==> config.mk <==
export PLATFORM = sky130hd
export DESIGN_NAME = lab3_dg_keyscan
export DESIGN_NICKNAME = d
export VERILOG_FILES = /design/src/rtl/lab3_dg_keyscan.sv
export SDC_FILE = /design/constraint.sdc
export NUM_CORES = 1
export LEC_CHECK = 0
export ABC_AREA = 1
export CAP_MARGIN = 40
export CORE_AREA = 2 2 72 74
export DETAILED_ROUTE_END_ITERATION = 10
export DIE_AREA = 0 0 74 76
export MAX_ROUTING_LAYER = met4
export PLACE_DENSITY = 0.75
export SLEW_MARGIN = 20
export SYNTH_ARGS = -nofsm -noshare
export SYNTH_HDL_FRONTEND = slang
export SYNTH_SLANG_ARGS = --single-unit
==> constraint.sdc <==
create_clock -name int_osc -period 6.55 [get_ports int_osc]
set_input_delay 1.6375 -clock int_osc [delete_from_list [all_inputs] [get_ports int_osc]]
set_output_delay 1.6375 -clock int_osc [all_outputs]
set_load 0.005 [all_outputs]
==> src/rtl/lab3_dg_keyscan.sv <==
// lab3_dg_keyscan: 4x4 keypad column scanner with synchronized rows, press/release debounce and single-key lockout.
// Emits a one-cycle key_valid with keypress = {row_n, col_n} when a press is accepted.
module lab3_dg_keyscan #(
  parameter int SCAN_DIV = 4,
  parameter int DEBOUNCE = 8
) (
  input  logic       int_osc,
  input  logic       reset,
  input  logic [3:0] rows,
  output logic [3:0] cols,
  output logic [7:0] keypress,
  output logic       key_valid,
  output logic       key_held
);
  typedef enum logic [1:0] {ST_SCAN, ST_DEB, ST_HELD, ST_REL} state_t;
  localparam logic [7:0] SLOT_MAX = 8'(SCAN_DIV - 1);
  localparam logic [7:0] DEB_MAX = 8'(DEBOUNCE - 1);
  state_t state_q, state_d;
  logic [3:0] rows_m_q, rows_s_q;
  logic [3:0] cols_q, cols_d, cols_rot;
  logic [7:0] slot_q, slot_d, cnt_q, cnt_d;
  logic [7:0] cand_q, cand_d, keypress_q, keypress_d;
  logic key_valid_d, key_valid_q, key_held_d, key_held_q;
  logic one_low, all_high, slot_wrap;
  assign cols_rot = {cols_q[2:0], cols_q[3]};
  assign one_low = $countones(~rows_s_q) == 1;
  assign all_high = &rows_s_q;
  assign slot_wrap = slot_q == SLOT_MAX;
  always_comb begin
    state_d = state_q;
    cols_d = cols_q;
    slot_d = slot_q;
    cnt_d = cnt_q;
    cand_d = cand_q;
    keypress_d = keypress_q;
    key_valid_d = 1'b0;
    key_held_d = key_held_q;
    case (state_q)
      ST_SCAN: begin
        slot_d = slot_wrap ? 8'd0 : slot_q + 8'd1;
        cols_d = slot_wrap ? cols_rot : cols_q;
        // rows_s lags the column drive by two flops, so only trust it from slot 2 on
        if (slot_q >= 8'd2 && one_low) begin
          state_d = ST_DEB;
          cand_d = {rows_s_q, cols_q};
          cnt_d = 8'd0;
          slot_d = slot_q;
          cols_d = cols_q;
        end
      end
      ST_DEB: begin
        if (rows_s_q != cand_q[7:4]) begin
          state_d = ST_SCAN;
          slot_d = 8'd0;
        end else if (cnt_q == DEB_MAX) begin
          state_d = ST_HELD;
          keypress_d = cand_q;
          key_valid_d = 1'b1;
          key_held_d = 1'b1;
        end else cnt_d = cnt_q + 8'd1;
      end
      ST_HELD: begin
        if (all_high) begin
          state_d = ST_REL;
          cnt_d = 8'd0;
        end
      end
      ST_REL: begin
        if (!all_high) state_d = ST_HELD;
        else if (cnt_q == DEB_MAX) begin
          state_d = ST_SCAN;
          key_held_d = 1'b0;
          cols_d = cols_rot;
          slot_d = 8'd0;
        end else cnt_d = cnt_q + 8'd1;
      end
      default: state_d = ST_SCAN;
    endcase
  end
  always_ff @(posedge int_osc or posedge reset) begin
    if (reset) begin
      rows_m_q <= 4'hF;
      rows_s_q <= 4'hF;
      state_q <= ST_SCAN;
      cols_q <= 4'b1110;
      slot_q <= 8'd0;
      cnt_q <= 8'd0;
      cand_q <= 8'hFF;
      keypress_q <= 8'hFF;
      key_valid_q <= 1'b0;
      key_held_q <= 1'b0;
    end else begin
      rows_m_q <= rows;
      rows_s_q <= rows_m_q;
      state_q <= state_d;
      cols_q <= cols_d;
      slot_q <= slot_d;
      cnt_q <= cnt_d;
      cand_q <= cand_d;
      keypress_q <= keypress_d;
      key_valid_q <= key_valid_d;
      key_held_q <= key_held_d;
    end
  end
  assign cols = cols_q;
  assign keypress = keypress_q;
  assign key_valid = key_valid_q;
  assign key_held = key_held_q;
endmodule

---- After elaboration in Yosys (flattened, before gate mapping) ----
Index checks and enable logic that the tools add are counted.
cells by class
  equal/unequal tests ..................... 18
  order comparisons ....................... 1
  add/sub/neg operators ................... 5
  muxes and demuxes ....................... 32
  reduce and logical (&&, ||, !) cells .... 13
  bitwise operators ....................... 2
operator list
  cell                                                                                  number
  8-bit 2-to-1 mux                                                                      10
  8-bit case mux with 4 select lines                                                    1
  8-bit case mux with 3 select lines                                                    1
  2-bit inequality test (second input constant)                                         9
  8-bit by 1-bit adder with 8-bit output (second input constant)                        2
  4-bit 2-to-1 mux                                                                      4
  5-bit AND reduction                                                                   3
  2-bit 2-to-1 mux                                                                      6
  4-bit AND reduction                                                                   3
  8-bit by 2-bit equality test with 1-bit output (second input constant)                1
  8-bit by 3-bit equality test with 1-bit output (second input constant)                1
  8-bit by 2-bit greater-or-equal comparator with 1-bit output (second input constant)  1
  2-bit case mux with 4 select lines                                                    1
  4-bit case mux with 2 select lines                                                    1
  1-bit 2-to-1 mux                                                                      7
  3-bit inequality test (second input constant)                                         2
  1-bit by 1-bit adder with 2-bit output                                                2
  2-bit equality test (second input constant)                                           2
  4-bit inequality test                                                                 1
  4-bit NOT                                                                             1
  2-bit nonzero test                                                                    2
  2-bit by 2-bit adder with 3-bit output                                                1
  3-bit by 1-bit equality test with 1-bit output (second input constant)                1
  3-bit AND reduction                                                                   1
  7 further kinds                                                                       7
storage, ports and cells
  flip-flop bits (word level) ............. 48
  output and inout port bits .............. 14
  input bits .............................. 6
  logic and storage cells ................. 81

---- Depth between registers and ports, before layout ----
  depth in word-level cells ............... 7
  gate-level depth with buffers ........... 13
  gate-level depth less buffers ........... 13

---- Least setup slack after synthesis ----
Ideal clock, no wire load.
  path kind ............................... reg2reg
  start ................................... register rows_s_q[0]
  end ..................................... register slot_q[7]
  data required time ...................... 6.433 ns
  setup time .............................. 0.117 ns
  cell stages (with the launch flop) ...... 12
  arrival ................................. 2.171 ns
  period minus slack after synthesis ...... 2.288 ns
  buffers on the path ..................... 1
  setup slack ............................. 4.262 ns
  cells stage by stage .................... dfstp_2 fa_1 inv_1 ha_1 ha_1 nor3b_2 nand3_4 nand2_4 nor2_8 buf_12 nand2_2 nand2_1
on the way
  longest elaborated chain between the ends .. 7
  elaborated cells on any way between the ends .. 11
  classes of those cells .................. 2 x add/sub; 5 x eq/ne; 1 x bitwise; 3 x reduce/logical
RTL lines
  element                                                       RTL line  source
  start: declaration                                            19        logic [3:0] rows_m_q, rows_s_q;
  start signal: assignment                                      94        rows_s_q <= rows_m_q;
  4-bit NOT                                                     26        assign one_low = $countones(~rows_s_q) == 1;
  1-bit by 1-bit adder with 2-bit output (implied by the code)  26
  2-bit by 2-bit adder with 3-bit output (implied by the code)  26
  3-bit by 1-bit equality test with 1-bit output                26
  1-bit logical AND                                             43        if (slot_q >= 8'd2 && one_low) begin
  2-bit inequality test (no source line)                        --
  5-bit AND reduction (no source line) (*)                      --
  end signal: assignment                                        97        slot_q <= slot_d;
  end: declaration                                              21        logic [7:0] slot_q, slot_d, cnt_q, cnt_d;
Mark *: on every way between the ends. The rest lies on a longest branch, timed or not.
A chain may end at the register's enable or synchronous reset.

---- Worst setup path in the final report ----
  start ................................... register cols_q[2], in the netlist cols[2]
  end ..................................... output port cols[2]
RTL lines
  element                   RTL line  source
  start: declaration        20        logic [3:0] cols_q, cols_d, cols_rot;
  start signal: assignment  96        cols_q <= cols_d;
  end: declaration          10        output logic [3:0] cols,
No word-level cell between the ends.

==> impl_metrics.csv <==
group,metric,value,unit
floorplan,die_area,0.00562,mm2
layout,regArea,0.00123,mm2
floorplan,core,0.00491,mm2
sta,grt_setup_unrepaired,"no",
cts,cts-root-buf,"clkbuf_8",
grt,grt_pass1_vias,1810,
critical_path,r2r-end,"slot_q[1]",
sta,slew-limit-headroom,0.685,
sta,holdWs,0.359,ns
min_path,hold_class,"reg -> reg",
synthesis,netlist.top_cell.by_area,"dfstp_2",
layout,fill_cells,427,
detailed_routing,drt_wl_total,4.27,mm
grt,grt_pass1_wl,7.65,mm
sta,post-route-min-period,3.00,ns
outcome,run_status,"completed",
sta,tightestPinTransition,0.472,ns
critical_path,cp_max_fo,4,
power_and_ir_drop,p_int,550,uW
cts,cts_setup_buffers,0,
critical_path,crit_chain,"clkdlybuf4s50_1",
floorplan,die_y,76,um
critical_path,crit_start,"cols[2]",
power_and_ir_drop,leakage,1.34,nW
synthesis,synth_fp_nets,313,
detailed_routing,drc,0,
cts,h-tree-depth,2,
detailed_routing,via_per_inst,4.79,
synthesis,yosysTopAreaCellShare,0.279,
synthesis,mappedNetlistArea,0.00254,mm2
detailed_routing,drt-wirelength-per-cell,10.9,um
critical_path,startpoint_type,"register",
critical_path,crit_path_end,"cols[2]",
detailed_routing,drt_iter0_markers,111,
synthesis,ys_warn_count,0,
grt,grt_antenna_before_repair,0,
critical_path,critical_path_buf_inv_count,1,
layout,area_delta_synth_final,14.6,%
floorplan,rows,26,
sta,setup_viol,0,
floorplan,ios,20,
critical_path,cp_slowest_stage_delay,0.56,ns
power_and_ir_drop,comb_power_share,0.323,
cts,clkSinkCount,48,
critical_path,cpMaxStageDelayCell,"dfstp_2",
power_and_ir_drop,vdd_drop_max,0.140,mV
sta,fin_crit_sh,0.458,
synthesis,ys_seq_area_frac,0.485,
power_and_ir_drop,seqPwrFrac,0.432,
sta,fmax,333,MHz
cts,cts_buffers,5,
power_and_ir_drop,swShare,0.377,
grt,track_usage,0.174,
critical_path,endpoint_kind,"output pin",
synthesis,synthTopCellsByCount,"nand2_1, inv_1, dfstp_2, dfrtp_1, nor2_1",
cts,cts_hold_buf,0,
placement,gp_congestion,0.797,
grt,grt_max_degree,34,
detailed_routing,final_antenna_net_count,0,
synthesis,yosys.cell_count.top_type,"nand2_1",
synthesis,synth_edf_count,0,
layout,nets,335,
detailed_routing,vias,1879,
layout,drive_gt1_frac,0.239,
power_and_ir_drop,power.density,303,mW/mm2
cts,cts.clk_slew.worst_paths,0.08,ns
synthesis,avgSynthCellArea,8.48,um2
critical_path,cp_data_arrival_time,1.36,ns
sta,clock_skew,0.00448,ns
cts,cts_resized,0,
critical_path,cp.required,4.91,ns
job,drv_cap,0,
synthesis,dominantRegCellSynth,"dfstp_2",
critical_path,critical_path_class,"reg -> out",
detailed_routing,drt_pre_antenna_iters,4,
floorplan,die_w,74,um
layout,multi_input_area,0.00110,mm2
grt,grt-ovfl-total,0,
critical_path,critical-path-top-delay-family,"flip-flops",
cts,cts_tree,"yes",
placement,place_hpwl,3.10,mm
power_and_ir_drop,p_sw,333,uW
critical_path,r2r-start,"rows_s_q[1]",
cts,clockBufferDepth,2,
synthesis,async_flop_share,1.00,
critical_path,cp.depth,1,
synthesis,ys_ff_latch,48,
critical_path,rrSetupSlack,4.06,ns
synthesis,ys_top_cells_by_area,"dfstp_2, dfrtp_1, nand2_1",
critical_path,reg2regPathDepth,11,
synthesis,synth_cells,300,
cts,insertion_delay,0.30,ns
layout,antennaDiodeCount,0,
power_and_ir_drop,pwr-share-clk,0.245,
synthesis,ys_types,34,
sta,maxSlewViolCount,0,
floorplan,initial_core_util,0.518,
sta,final.setup.tns,0,ns
placement,port_buffers,19,
sta,hold_violations,0,
cells in the final DEF, fill, tap and decap left out:
cell | netlist | routed
clkbuf_8 | 0 | 5
nand2_1 | 97 | 97
nand2_4 | 3 | 3
nor2_8 | 1 | 1
nor2_4 | 2 | 2
inv_2 | 10 | 11
inv_1 | 33 | 32
nor3b_1 | 1 | 1
nor2_2 | 1 | 1
nand4_2 | 1 | 1
nand3_1 | 16 | 16
clkbuf_16 | 0 | 2
fa_1 | 1 | 1
o21ai_0 | 9 | 9
nand3_4 | 1 | 1
nor2_1 | 19 | 19
nand2_2 | 10 | 10
o21bai_1 | 1 | 1
xor2_1 | 6 | 6
nor3_2 | 1 | 1
buf_12 | 1 | 1
nand4_1 | 4 | 4
nand3_2 | 1 | 1
nor3_1 | 5 | 5
dfrtp_1 | 21 | 21
ha_1 | 6 | 6
or2_2 | 1 | 1
a21oi_1 | 4 | 4
o21ai_2 | 8 | 8
o21ai_1 | 2 | 2
nor3b_2 | 1 | 1
clkdlybuf4s50_1 | 0 | 19
o31ai_1 | 1 | 1
xnor2_1 | 1 | 1
dfstp_2 | 27 | 27
cell families after synthesis:
logic type,Yosys count,share of synthesized area
flops,48,0.485
fa+ha+maj,7,0.0374
xor+xnor,7,0.0241
compound gates,25,0.0629
buf+inv,48,0.0811
simple gates,165,0.309
worst min-delay path by stage:
| stage | from | endpoint | depth (start not counted) |
|---|---|---|---|
| 3_5_place_dp | rows_m_q[2] | rows_s_q[2] | 0 |
| 2_1_floorplan | rows_m_q[0] | rows_s_q[0] | 0 |
| 5_1_grt | rows_m_q[2] | rows_s_q[2] | 0 |
| 3_3_place_gp | rows_m_q[0] | rows_s_q[0] | 0 |
| 6_report | rows_m_q[1] | rows_s_q[1] | 0 |
| 4_1_cts | rows_m_q[1] | rows_s_q[1] | 0 |
per-stage QoR:
stage	util	worst slack [ns]	area, um2	cells	total power [mW]
finish	0.594	3.55	2920	392	0.883
global route	0.594	3.51	2920	392	0.944
CTS	0.594	3.54	2920	392	0.893
detailed placement	0.570	3.87	2800	385	0.673
global placement	0.565	3.70	2780	384	0.665
floorplan	-	3.81	2540	300	0.641
area by class of cell:
class	count	area share
clock buffers	7	0.0408
flip-flops and latches	48	0.423
repair buffers	20	0.0721
inverters	43	0.0553
well taps	70	0.0300
multi-input cells	204	0.378
flip-flops by register name (all words and copies together), names as in the netlist:
name and cells:
cand_q 8, cnt_q 8, keypress 8, slot_q 8, cols 4, rows_m_q 4, rows_s_q 4, state_q 2
key_held 1, key_valid 1
power groups by stage:
stage	registers [mW]	clock network [mW]	logic (mW)
after floorplan	0.370	0	0.271
after global placement	0.384	0	0.281
after detailed placement	0.386	0	0.287
after CTS	0.381	0.222	0.290
after global routing	0.389	0.231	0.325
final	0.382	0.216	0.285
per-layer routing:
layer  part of all wire  GRT usage  vias up
met5                  0          -        -
met4              0.011     0.0436        0
met3              0.036     0.0357        5
met2               0.49      0.282       36
met1               0.46      0.221      870
li1                   -          -      968
Power figures use the tool's default switching activity.
